--- src/rtl/dpm_pkg.sv ---
// Shared widths, latency and request/arbiter types for the dual-port memory
// access controller.
package dpm_pkg;

    localparam int ADDR_W  = 4;
    localparam int DATA_W  = 4;
    localparam int RSP_LAT = 3;

    typedef struct packed {
        logic              we;
        logic [ADDR_W-1:0] addr;
        logic [DATA_W-1:0] wdata;
    } dpm_req_t;

    typedef enum logic {
        PRIO_0 = 1'b0,
        PRIO_1 = 1'b1
    } dpm_prio_e;

endpackage

--- src/rtl/dpm_rr_arb.sv ---
// Two-way round-robin arbiter; priority moves to the other port after each
// granted conflict.
module dpm_rr_arb
    import dpm_pkg::*;
(
    input  logic clk,
    input  logic reset,
    input  logic req0,
    input  logic req1,
    input  logic adv,
    output logic gnt0,
    output logic gnt1
);

    dpm_prio_e prio;
    dpm_prio_e prioNext;

    always_ff @(posedge clk or posedge reset) begin
        if (reset) begin
            prio <= PRIO_0;
        end else begin
            prio <= prioNext;
        end
    end

    always_comb begin
        prioNext = prio;
        gnt0     = req0 && (!req1 || (prio == PRIO_0));
        gnt1     = req1 && (!req0 || (prio == PRIO_1));
        if (adv) begin
            prioNext = gnt0 ? PRIO_1 : PRIO_0;
        end
    end

endmodule

--- src/rtl/dpm_access_ctrl.sv ---
// Dual-port memory access controller: per-port 3-stage request/response
// pipeline; simultaneous writes are serialised by a round-robin arbiter.
module dpm_access_ctrl
    import dpm_pkg::*;
(
    input  logic              clk,
    input  logic              reset,
    input  logic              req_valid_0,
    input  logic              req_valid_1,
    output logic              req_ready_0,
    output logic              req_ready_1,
    input  logic              req_we_0,
    input  logic              req_we_1,
    input  logic [ADDR_W-1:0] req_addr_0,
    input  logic [ADDR_W-1:0] req_addr_1,
    input  logic [DATA_W-1:0] req_wdata_0,
    input  logic [DATA_W-1:0] req_wdata_1,
    output logic              rsp_valid_0,
    output logic              rsp_valid_1,
    output logic [DATA_W-1:0] rsp_rdata_0,
    output logic [DATA_W-1:0] rsp_rdata_1,
    output logic              mem_wE_0,
    output logic              mem_wE_1,
    output logic [ADDR_W-1:0] mem_Addr_0,
    output logic [ADDR_W-1:0] mem_Addr_1,
    output logic [DATA_W-1:0] mem_WrData_0,
    output logic [DATA_W-1:0] mem_WrData_1,
    input  logic [DATA_W-1:0] mem_RdData_0,
    input  logic [DATA_W-1:0] mem_RdData_1,
    output logic [7:0]        coll_cnt
);

    dpm_req_t          req [2];
    logic [1:0]        reqValid;
    logic [1:0]        wrReq;
    logic [1:0]        grant;
    logic [1:0]        ready;
    logic [1:0]        accept;
    logic              conflict;
    logic [DATA_W-1:0] memRdData [2];

    logic [1:0]        vld_p0;
    logic [1:0]        memWe_p0;
    logic [ADDR_W-1:0] memAddr_p0 [2];
    logic [DATA_W-1:0] memWrData_p0 [2];
    logic [1:0]        fwdEn_p0;
    logic [DATA_W-1:0] fwdData_p0 [2];
    logic [1:0]        vld_p1;
    logic [1:0]        fwdEn_p1;
    logic [DATA_W-1:0] fwdData_p1 [2];
    logic [1:0]        vld_p2;
    logic [DATA_W-1:0] rspData_p2 [2];
    logic [7:0]        collCnt;

    function automatic logic [7:0] satInc(input logic [7:0] v);
        return (v == 8'hFF) ? v : v + 8'd1;
    endfunction

    always_comb begin
        req[0]       = '{we: req_we_0, addr: req_addr_0, wdata: req_wdata_0};
        req[1]       = '{we: req_we_1, addr: req_addr_1, wdata: req_wdata_1};
        reqValid     = {req_valid_1, req_valid_0};
        memRdData[0] = mem_RdData_0;
        memRdData[1] = mem_RdData_1;
    end

    assign wrReq    = reqValid & {req[1].we, req[0].we};
    assign conflict = &wrReq;

    dpm_rr_arb uArb (
        .clk   (clk),
        .reset (reset),
        .req0  (wrReq[0]),
        .req1  (wrReq[1]),
        .adv   (conflict),
        .gnt0  (grant[0]),
        .gnt1  (grant[1])
    );

    always_comb begin
        ready = 2'b00;
        if (!reset) begin
            ready = conflict ? grant : 2'b11;
        end
    end

    assign accept = reqValid & ready;

    // Stage p0: registered memory drive. A read that meets a same-cycle write to
    // the same word on the other port takes that write's data instead of memory.
    always_ff @(posedge clk or posedge reset) begin
        if (reset) begin
            vld_p0   <= '0;
            memWe_p0 <= '0;
            fwdEn_p0 <= '0;
            for (int p = 0; p < 2; p++) begin
                memAddr_p0[p]   <= '0;
                memWrData_p0[p] <= '0;
                fwdData_p0[p]   <= '0;
            end
        end else begin
            vld_p0   <= accept;
            memWe_p0 <= accept & {req[1].we, req[0].we};
            for (int p = 0; p < 2; p++) begin
                if (accept[p]) begin
                    memAddr_p0[p]   <= req[p].addr;
                    memWrData_p0[p] <= req[p].wdata;
                    fwdEn_p0[p]     <= req[p].we ||
                                       (accept[1-p] && req[1-p].we && (req[1-p].addr == req[p].addr));
                    fwdData_p0[p]   <= req[p].we ? req[p].wdata : req[1-p].wdata;
                end
            end
        end
    end

    // Stage p1: memory access cycle.
    always_ff @(posedge clk or posedge reset) begin
        if (reset) begin
            vld_p1   <= '0;
            fwdEn_p1 <= '0;
            for (int p = 0; p < 2; p++) begin
                fwdData_p1[p] <= '0;
            end
        end else begin
            vld_p1   <= vld_p0;
            fwdEn_p1 <= fwdEn_p0;
            for (int p = 0; p < 2; p++) begin
                fwdData_p1[p] <= fwdData_p0[p];
            end
        end
    end

    // Stage p2: response capture.
    always_ff @(posedge clk or posedge reset) begin
        if (reset) begin
            vld_p2 <= '0;
            for (int p = 0; p < 2; p++) begin
                rspData_p2[p] <= '0;
            end
        end else begin
            vld_p2 <= vld_p1;
            for (int p = 0; p < 2; p++) begin
                if (vld_p1[p]) begin
                    rspData_p2[p] <= fwdEn_p1[p] ? fwdData_p1[p] : memRdData[p];
                end
            end
        end
    end

    always_ff @(posedge clk or posedge reset) begin
        if (reset) begin
            collCnt <= '0;
        end else if (conflict) begin
            collCnt <= satInc(collCnt);
        end
    end

    assign req_ready_0  = ready[0];
    assign req_ready_1  = ready[1];
    assign mem_wE_0     = memWe_p0[0];
    assign mem_wE_1     = memWe_p0[1];
    assign mem_Addr_0   = memAddr_p0[0];
    assign mem_Addr_1   = memAddr_p0[1];
    assign mem_WrData_0 = memWrData_p0[0];
    assign mem_WrData_1 = memWrData_p0[1];
    assign rsp_valid_0  = vld_p2[0];
    assign rsp_valid_1  = vld_p2[1];
    assign rsp_rdata_0  = rspData_p2[0];
    assign rsp_rdata_1  = rspData_p2[1];
    assign coll_cnt     = collCnt;

endmodule

--- config.mk ---
export PLATFORM = sky130hd
export DESIGN_NAME = dpm_access_ctrl
export DESIGN_NICKNAME = d
export VERILOG_FILES = /design/src/rtl/dpm_pkg.sv /design/src/rtl/dpm_rr_arb.sv /design/src/rtl/dpm_access_ctrl.sv
export SDC_FILE = /design/constraint.sdc
export NUM_CORES = 1
export LEC_CHECK = 0
export CAP_MARGIN = 20
export CORE_MARGIN = 5
export CORE_UTILIZATION = 51
export DETAILED_ROUTE_END_ITERATION = 10
export PLACE_DENSITY_LB_ADDON = 0.12
export SKIP_CTS_REPAIR_TIMING = 1
export SLEW_MARGIN = 20
export SYNTH_ARGS = -nofsm -noshare
export SYNTH_HDL_FRONTEND = slang
export SYNTH_SLANG_ARGS = --single-unit
export TNS_END_PERCENT = 30
--- constraint.sdc ---
create_clock -name clk -period 3.16 [get_ports clk]
set_input_delay 0.632 -clock clk [delete_from_list [all_inputs] [get_ports clk]]
set_output_delay 0.632 -clock clk [all_outputs]
set_load 0.005 [all_outputs]
==> Implementation_results.wiki, run 1 <==
{| class="wikitable"
! Metric !! Value
|-
| Share of the synthesized area in the top cell type || between 60% and 70%
|-
| Slowest stage delay, CP || ~0.54 ns
|-
| Number of nets in the final layout || between 300 and 400
|-
| Number of max-capacitance violations reported || 0
|-
| Routed length on met3 || between 300 and 400 um
|-
| Remaining global-route overflow || 0
|-
| Status || finished, final reports clean
|-
| Ratio of routed vias to standard cells || just over 5
|-
| Initial Utilization || about 53%
|-
| Clock tree skew after final layout || between 0.007 and 0.008 ns
|-
| Warning count from the yosys run || 0
|-
| Mean routed wirelength per cell || between 10 and 15 um
|-
| Clock buffer count from CTS || 9
|-
| Setup slack at placement || 0.371 ns
|-
| Flop2flop setup slack || 1.53 ns
|-
| # fillers || 360
|-
| Leakage power summed over all cells || about 1.5 nW
|-
| Actual transition at the worst max-transition pin || about 0.34 ns
|-
| Num Clock Sinks || around 60
|-
| Maximum resistive drop on vdd || 325 uV
|-
| Largest area contributor in the synthesized netlist || sky130_fd_sc_hd__dfrtp_1
|-
| Mean area per synthesized cell || 12.7 um^2
|-
| First-pass GRT wire length || just under 9 mm
|-
| Combinational family with the most area after synthesis || multiplexers
|-
| Area fraction in compound gates after synthesis || a little under a tenth
|-
| Final clock period utilization by the worst path || around nine tenths
|-
| Die outline width || between 80 and 90 um
|-
| Endpoint required time on the critical path || between 2 and 3 ns
|-
| Die Outline Area || 6460 um^2
|-
| Clock-pin slew of the registers on the worst-case setup and hold paths || about 0.06 ns
|-
| Crit path buf inv count || 2
|-
| Master cell of the clock root buffer || sky130_fd_sc_hd__clkbuf_8
|-
| GRT Util Overall || between 10% and 20%
|-
| Critical Path AT || 2.17 ns
|-
| I/O pin cnt || between 60 and 70
|-
| Delay-heaviest family, CP || buffers and inverters
|-
| Hold Slack || around 0.35 ns
|-
| RSZ-0062 raised after global routing || false
|-
| Standard-cell row count || 25
|-
| Combined area of all synthesized cells || between 2000 and 3000 um^2
|-
| Total of buffers placed on input and output ports || 67
|-
| Post-synthesis mux area share || between 15 and 20%
|-
| Synth Net Count || between 200 and 250
|-
| Cells after Synth || around 200
|-
| Hold Fails Final Rpt || 0
|-
| Number of distinct library cell variants in the gate-level netlist after synthesis || 31
|-
| Largest net degree at the start of global routing || 51
|-
| Relative area change from synthesis to final layout || 36.5%
|-
| CTS tree || built
|-
| Fraction of final layout cells sized beyond drive strength 1 || between 15 and 20%
|-
| Share of synthesized area occupied by flip-flops and latches || between 60% and 70%
|-
| Post-synthesis share of cell area spent on full adders, half adders and majority gates || 0.496%
|-
| Deepest clock path buffer count || 2
|-
| Setup slack of the critical path after layout || roughly 0.36 ns
|-
| Count of inserted antenna diode cells || 0
|-
| Hold Crit Class || reg2reg
|-
| Number of global-route vias before repair || 1820
|-
| Post-Route M1 WL || roughly 2.3 mm
|-
| XOR/XNOR Fraction of Synth Area || about 2.1%
|-
| Most prevalent standard cell on the critical path || sky130_fd_sc_hd__clkdlybuf4s50_1
|-
| Leading post-synthesis cells by cell area || sky130_fd_sc_hd__dfrtp_1 (60%), sky130_fd_sc_hd__mux2_2 (9.4%), sky130_fd_sc_hd__mux2i_1 (6.3%)
|-
| Length of the first detailed-routing pass in iterations || 4
|-
| Minimum clock period after layout || between 2 and 3 ns
|-
| Power per cell area || 602 nW/um^2
|-
| Post-DRT Antenna Nets || 0
|-
| Post-route DRC violation count || 0
|-
| Vias || around 1800
|-
| Violation count after the first detailed-route iteration || a little under 100
|-
| Critical path cell sequence || clkdlybuf4s50_1 > and4_1 > a21oi_1 > clkdlybuf4s50_1
|-
| Fmax || around 360 MHz
|-
| Antenna violations before repair || 0
|-
| Final HPWL DP || 3.76 mm
|-
| Startpoint kind of the worst setup timing path || input pin
|-
| Seq cells post-synth || 61
|-
| Later-pin clock latency in the skew report || approximately 0.32 ns
|-
| Peak fanout along the critical path || 8
|-
| Global placer's final weighted congestion || 0.746
|-
| Maximum level of the CTS H-tree || 3
|-
| Post-synthesis simple-gate area fraction || 9.12%
|-
| Core Area || 4750 um^2
|-
| Sum of negative setup slack || 0 ns
|-
| CP Class || in2out
|-
| Highest layer used for signal routing || met4
|-
| Routed wire length || roughly 5.1 mm
|-
| Crit path capture type || output port
|-
| Critical path's slowest cell || sky130_fd_sc_hd__clkdlybuf4s50_1
|-
| Setup Viol. Count Final || 0
|-
| Slew margin rel. || between 70% and 80%
|-
| Max-slew violation count || 0
|-
| Detailed route wirelength on metal2 || 2.34 mm
|-
| Die height || 80.3 um
|}
==> placed cells by master, fill, tap and decap left out, types with 2 or more instances in the layout <==
cell type                         instances
sky130_fd_sc_hd__clkinv_2                 2
sky130_fd_sc_hd__nor3_1                   3
sky130_fd_sc_hd__nand3_1                  3
sky130_fd_sc_hd__a21oi_1                 22
sky130_fd_sc_hd__clkdlybuf4s50_1         67
sky130_fd_sc_hd__or3b_2                   2
sky130_fd_sc_hd__clkbuf_1                 3
sky130_fd_sc_hd__a31oi_1                  8
sky130_fd_sc_hd__o21ai_0                  2
sky130_fd_sc_hd__nor4_1                   2
sky130_fd_sc_hd__mux2i_1                 16
sky130_fd_sc_hd__buf_4                    5
sky130_fd_sc_hd__mux2_2                  21
sky130_fd_sc_hd__clkbuf_8                10
sky130_fd_sc_hd__nand2_4                  2
sky130_fd_sc_hd__nand4_2                  2
sky130_fd_sc_hd__o2111a_1                 2
sky130_fd_sc_hd__xnor2_1                  6
sky130_fd_sc_hd__nor2_1                  11
sky130_fd_sc_hd__nand4_1                  2
sky130_fd_sc_hd__inv_1                    5
sky130_fd_sc_hd__nor2b_1                  2
sky130_fd_sc_hd__dfrtp_1                 61
sky130_fd_sc_hd__nand2_1                  7
sky130_fd_sc_hd__a41oi_1                  2
==> power by group <==
group / total (mW) / internal (mW) / switching [mW] / leakage (nW)
Sequential: 1.03 / 0.924 / 0.109 / 0.713
Clock: 0.566 / 0.300 / 0.266 / 0.0833
Combinational: 0.476 / 0.301 / 0.175 / 0.675
==> logic make-up (layout without fill, tap and decap cells) <==
logic type,after synthesis,count (layout)
compound gates,39,39
flops,61,61
xor+xnor,6,6
fa+ha+maj,1,1
mux,37,37
simple gates,39,39
buf+inv,16,94
==> flip-flops by register name (all words and copies together) (netlist names) <==
signal,flops
vld_p0,2
coll_cnt,8
rsp_rdata_0,4
vld_p2,2
vld_p1,2
mem_WrData_0,4
fwdEn_p0,2
memWe_p0,2
rsp_rdata_1,4
fwdData_p1,8
fwdEn_p1,2
mem_Addr_0,4
fwdData_p0,8
uArb.prio,1
mem_WrData_1,4
mem_Addr_1,4
==> routing by layer <==
metal	track usage, %	up-vias
met1	23.4	846
met3	4.82	9
met5	0	-
met2	28.0	57
li1	-	865
met4	8.61	0
==> metrics by stage <==
step / instance area [um^2] / cells / total power [mW] / utilization, %
3_5_place_dp: 3290 / 329 / 1.53 / 69.1
2_1_floorplan: 2520 / 199 / 1.24 / -
4_1_cts: 3440 / 344 / 2.10 / 72.4
6_report: 3440 / 344 / 2.07 / 72.4
3_3_place_gp: 3290 / 329 / 1.51 / 69.1
5_1_grt: 3440 / 344 / 2.21 / 72.4
==> cell usage after synthesis <==
cell type                  count
sky130_fd_sc_hd__o2111a_1      2
sky130_fd_sc_hd__nor2_1       11
sky130_fd_sc_hd__clkbuf_1      2
sky130_fd_sc_hd__nor2b_1       2
sky130_fd_sc_hd__nor4_1        2
sky130_fd_sc_hd__o21ai_0       2
sky130_fd_sc_hd__nand4b_2      1
sky130_fd_sc_hd__a311oi_1      1
sky130_fd_sc_hd__and4_1        1
sky130_fd_sc_hd__a31oi_1       8
sky130_fd_sc_hd__mux2_2       21
sky130_fd_sc_hd__nand4_1       2
sky130_fd_sc_hd__o21ai_1       1
sky130_fd_sc_hd__ha_1          1
sky130_fd_sc_hd__or3b_2        2
sky130_fd_sc_hd__mux2i_1      16
sky130_fd_sc_hd__nand3_1       3
sky130_fd_sc_hd__nor3_1        3
sky130_fd_sc_hd__a41oi_1       2
sky130_fd_sc_hd__nand2_4       2
sky130_fd_sc_hd__nand2b_1      1
sky130_fd_sc_hd__inv_1         6
sky130_fd_sc_hd__buf_4         2
sky130_fd_sc_hd__dfrtp_1      61
sky130_fd_sc_hd__a21oi_1      22
sky130_fd_sc_hd__buf_1         2
sky130_fd_sc_hd__nand4_2       2
sky130_fd_sc_hd__o31a_1        1
sky130_fd_sc_hd__xnor2_1       6
sky130_fd_sc_hd__nand2_1       7
sky130_fd_sc_hd__buf_2         4
==> final timing paths <==
path                                          endpoint  cells past startpoint             startpoint
setup reg to reg           mem_WrData_1[0]$_DFFE_PP0P_                      3  uArb.prio$_DFFE_PP0P_
min in group asynchronous        memWe_p0[1]$_DFF_PP0_                      2                  reset
setup / recovery                           req_ready_0                      4            req_valid_1
hold / removal                     vld_p1[1]$_DFF_PP0_                      0    vld_p0[1]$_DFF_PP0_
max in group asynchronous      fwdEn_p0[1]$_DFFE_PP0P_                      3                  reset
hold reg to reg                    vld_p1[1]$_DFF_PP0_                      0    vld_p0[1]$_DFF_PP0_
==> worst reg2reg max path, stage by stage, from the launching register on <==
cell	delay [ns]
sky130_fd_sc_hd__dfrtp_1	0.46
sky130_fd_sc_hd__nand4b_2	0.43
sky130_fd_sc_hd__nand2_4	0.26
sky130_fd_sc_hd__mux2_2	0.36
==> cell type report <==
type / count / area (um^2) / area share, %
clock buffers: 13 / 149 / 4.32
clock inverters: 2 / 10.0 / 0.291
inverters: 6 / 22.5 / 0.654
multi-input cells: 122 / 925 / 26.8
flip-flops and latches: 61 / 1530 / 44.3
well taps: 67 / 83.8 / 2.43
repair buffers: 73 / 728 / 21.1
No activity file was read; power rests on OpenSTA's default activity.
==> run 2: changes to the inputs <==
--- a/config.mk
+++ b/config.mk
@@ -7,8 +7,9 @@
 export LEC_CHECK = 0
 export CAP_MARGIN = 20
 export CORE_MARGIN = 5
-export CORE_UTILIZATION = 51
+export CORE_UTILIZATION = 60
 export DETAILED_ROUTE_END_ITERATION = 10
+export DONT_BUFFER_PORTS = 1
 export PLACE_DENSITY_LB_ADDON = 0.12
 export SKIP_CTS_REPAIR_TIMING = 1
 export SLEW_MARGIN = 20
==> Implementation_results.wiki, run 2 (synthesis results as in run 1) <==
{| class="wikitable"
! Metric !! Value
|-
| Total power after layout || 2.12 mW (+2.0%)
|-
| Relative area change from synthesis to final layout || 10.3%
|-
| Power per cell area || 760 nW/um^2 (+26%)
|-
| Number of nets in the final layout || 232 (-24%)
|-
| Number of max-capacitance violations reported || 0 (unchanged)
|-
| Global placer's final weighted congestion || 0.855 (+15%)
|-
| Startpoint kind of the worst setup timing path || input pin
|-
| Die outline width || 74.9 um (-6.8%)
|-
| Total of buffers placed on input and output ports || 0 (-100%)
|-
| Num Clock Sinks || 61 (unchanged)
|-
| Worst reg2reg startpoint || uArb.prio$_DFFE_PP0P_
|-
| CTS tree || built
|-
| Standard-cell row count || 23 (-8.0%)
|-
| Maximum resistive drop on vdd || 553 uV (+70%)
|-
| Initial Utilization || 62.6% (+9.6 points)
|-
| First-pass GRT wire length || 8.31 mm (-5.8%)
|-
| Critical Path AT || 1.10 ns (-1.07 ns)
|-
| Slew margin rel. || 48.8% (-29 points)
|-
| Most common cell after layout, fill and taps aside || sky130_fd_sc_hd__dfrtp_1
|-
| RSZ-0062 raised after global routing || false
|-
| Routed wire length || 4.94 mm (-3.6%)
|-
| Count of inserted antenna diode cells || 0 (unchanged)
|-
| Vias || 1560 (-12%)
|-
| Sum of negative setup slack || 0 ns (unchanged)
|-
| Core Area || 4030 um^2 (-15%)
|-
| Critical path cell sequence || and4_1 > a21oi_1
|-
| Crit path buf inv count || 0 (-2)
|-
| Endpoint required time on the critical path || 2.53 ns (about the same)
|-
| Later-pin clock latency in the skew report || 0.33 ns (about the same)
|-
| Final HPWL DP || 3.62 mm (-3.8%)
|-
| # fillers || 276 (-23%)
|-
| Status || finished, final reports clean
|-
| Maximum level of the CTS H-tree || 3 (unchanged)
|-
| Actual transition at the worst max-transition pin || 0.767 ns (+0.430 ns)
|-
| Leakage power summed over all cells || 1.22 nW (-17%)
|-
| Design Area, Final || 2780 um^2 (-19%)
|-
| Setup slack at placement || 1.25 ns (+0.883 ns)
|-
| Delay-heaviest family, CP || simple AND/OR/NAND/NOR gates
|-
| Crit path capture type || output port
|-
| CP Class || in2out
|-
| Area of placed instances || 2540 um^2 (-23%)
|-
| Ratio of routed vias to standard cells || 6.09 (+18%)
|-
| Mean routed wirelength per cell || 19.3 um (+29%)
|-
| Max-slew violation count || 0 (unchanged)
|-
| Highest-count cells in the layout ignoring fill and taps || sky130_fd_sc_hd__dfrtp_1 (61), sky130_fd_sc_hd__a21oi_1 (22), sky130_fd_sc_hd__mux2_2 (21)
|-
| Minimum clock period after layout || 1.73 ns (-1.07 ns)
|-
| Slowest stage delay, CP || 0.24 ns (-0.30 ns)
|-
| Peak fanout along the critical path || 12 (+4)
|-
| Post-route DRC violation count || 0 (unchanged)
|-
| Fraction of final layout cells sized beyond drive strength 1 || 21.4% (+4.4 points)
|-
| Worst setup startpoint || req_we_1
|-
| Hold Crit Class || in2async
|-
| Final clock period utilization by the worst path || 54.7% (-34 points)
|-
| Die height || 74.9 um (-6.8%)
|-
| I/O pin cnt || 68 (unchanged)
|-
| Setup slack of the critical path after layout || 1.43 ns (+1.07 ns)
|-
| Clock tree skew after final layout || 0.00456 ns (-0.00293 ns)
|-
| Setup Viol. Count Final || 0 (unchanged)
|-
| Largest net degree at the start of global routing || 38 (-25%)
|-
| Post-DRT Antenna Nets || 0 (unchanged)
|-
| Critical path's slowest cell || sky130_fd_sc_hd__and4_1
|-
| Deepest clock path buffer count || 2 (unchanged)
|-
| Master cell of the clock root buffer || sky130_fd_sc_hd__clkbuf_8
|-
| Remaining global-route overflow || 0 (unchanged)
|-
| Fmax || 579 MHz (+62%)
|-
| Clock buffer count from CTS || 9 (unchanged)
|-
| Clock-pin slew of the registers on the worst-case setup and hold paths || 0.06 ns (about the same)
|-
| Die Outline Area || 5600 um^2 (-13%)
|-
| Antenna violations before repair || 0 (unchanged)
|-
| Violation count after the first detailed-route iteration || 109 (+10%)
|-
| Number of global-route vias before repair || 1716 (-5.7%)
|-
| GRT Util Overall || 20.3% (+2.3 points)
|-
| Hold Fails Final Rpt || 0 (unchanged)
|-
| Length of the first detailed-routing pass in iterations || 4 (unchanged)
|}
run 2: cell types whose count changed in the layout (fill, tap and decap cells not counted), sizes merged:
cell / change
buf: -5
bufinv: +3
clkbuf: -1
clkdlybuf4s50: -67
clkinv: -1
run 2: where the power goes:
part / switching, mW / total, mW / internal, mW
Combinational: 0.110 / 0.227 / 0.118
Clock: 0.283 / 0.828 / 0.545
Sequential: 0.137 / 1.06 / 0.924
Total: 0.529 / 2.12 / 1.59
run 2: layout make-up:
type	count	area, um^2	share of cell area, %
repair buffers	1	7.51	0.270
clock inverters	4	95.1	3.42
clock buffers	12	145	5.21
multi-input cells	122	925	33.2
flip-flops and latches	61	1530	54.8
inverters	6	22.5	0.809
well taps	50	62.6	2.25
run 2: worst paths after layout:
path / end / slack (ns) / depth (start not counted)
max reg2reg: mem_Addr_1[2]$_DFFE_PP0P_ / 1.54 / 3
min: coll_cnt[6]$_DFFE_PP0P_ / 0.32 / 1
min in group clk: vld_p1[1]$_DFF_PP0_ / 0.36 / 0
max: req_ready_0 / 1.43 / 2
max in group asynchronous: mem_WrData_0[3]$_DFFE_PP0P_ / 2.04 / 2
min reg2reg: vld_p1[1]$_DFF_PP0_ / 0.36 / 0
run 2: stage by stage:
stage / cells / hold slack, ns / utilization [%]
2_1_floorplan: 199 / 0.331 / -
3_3_place_gp: 240 / 0.333 / 63.1
3_5_place_dp: 240 / 0.340 / 63.1
4_1_cts: 256 / 0.325 / 69.1
5_1_grt: 256 / 0.338 / 69.1
6_report: 256 / 0.316 / 69.1
run 2: routing by layer:
| layer | GRT usage [%] | routed length (um) | vias to the layer above |
|---|---|---|---|
| met5 | 0 | 0 | - |
| met4 | 8.30 | 91 | 0 |
| met3 | 9.08 | 429 | 10 |
| met2 | 33.0 | 2540 | 57 |
| met1 | 23.5 | 1880 | 776 |
| li1 | - | - | 717 |
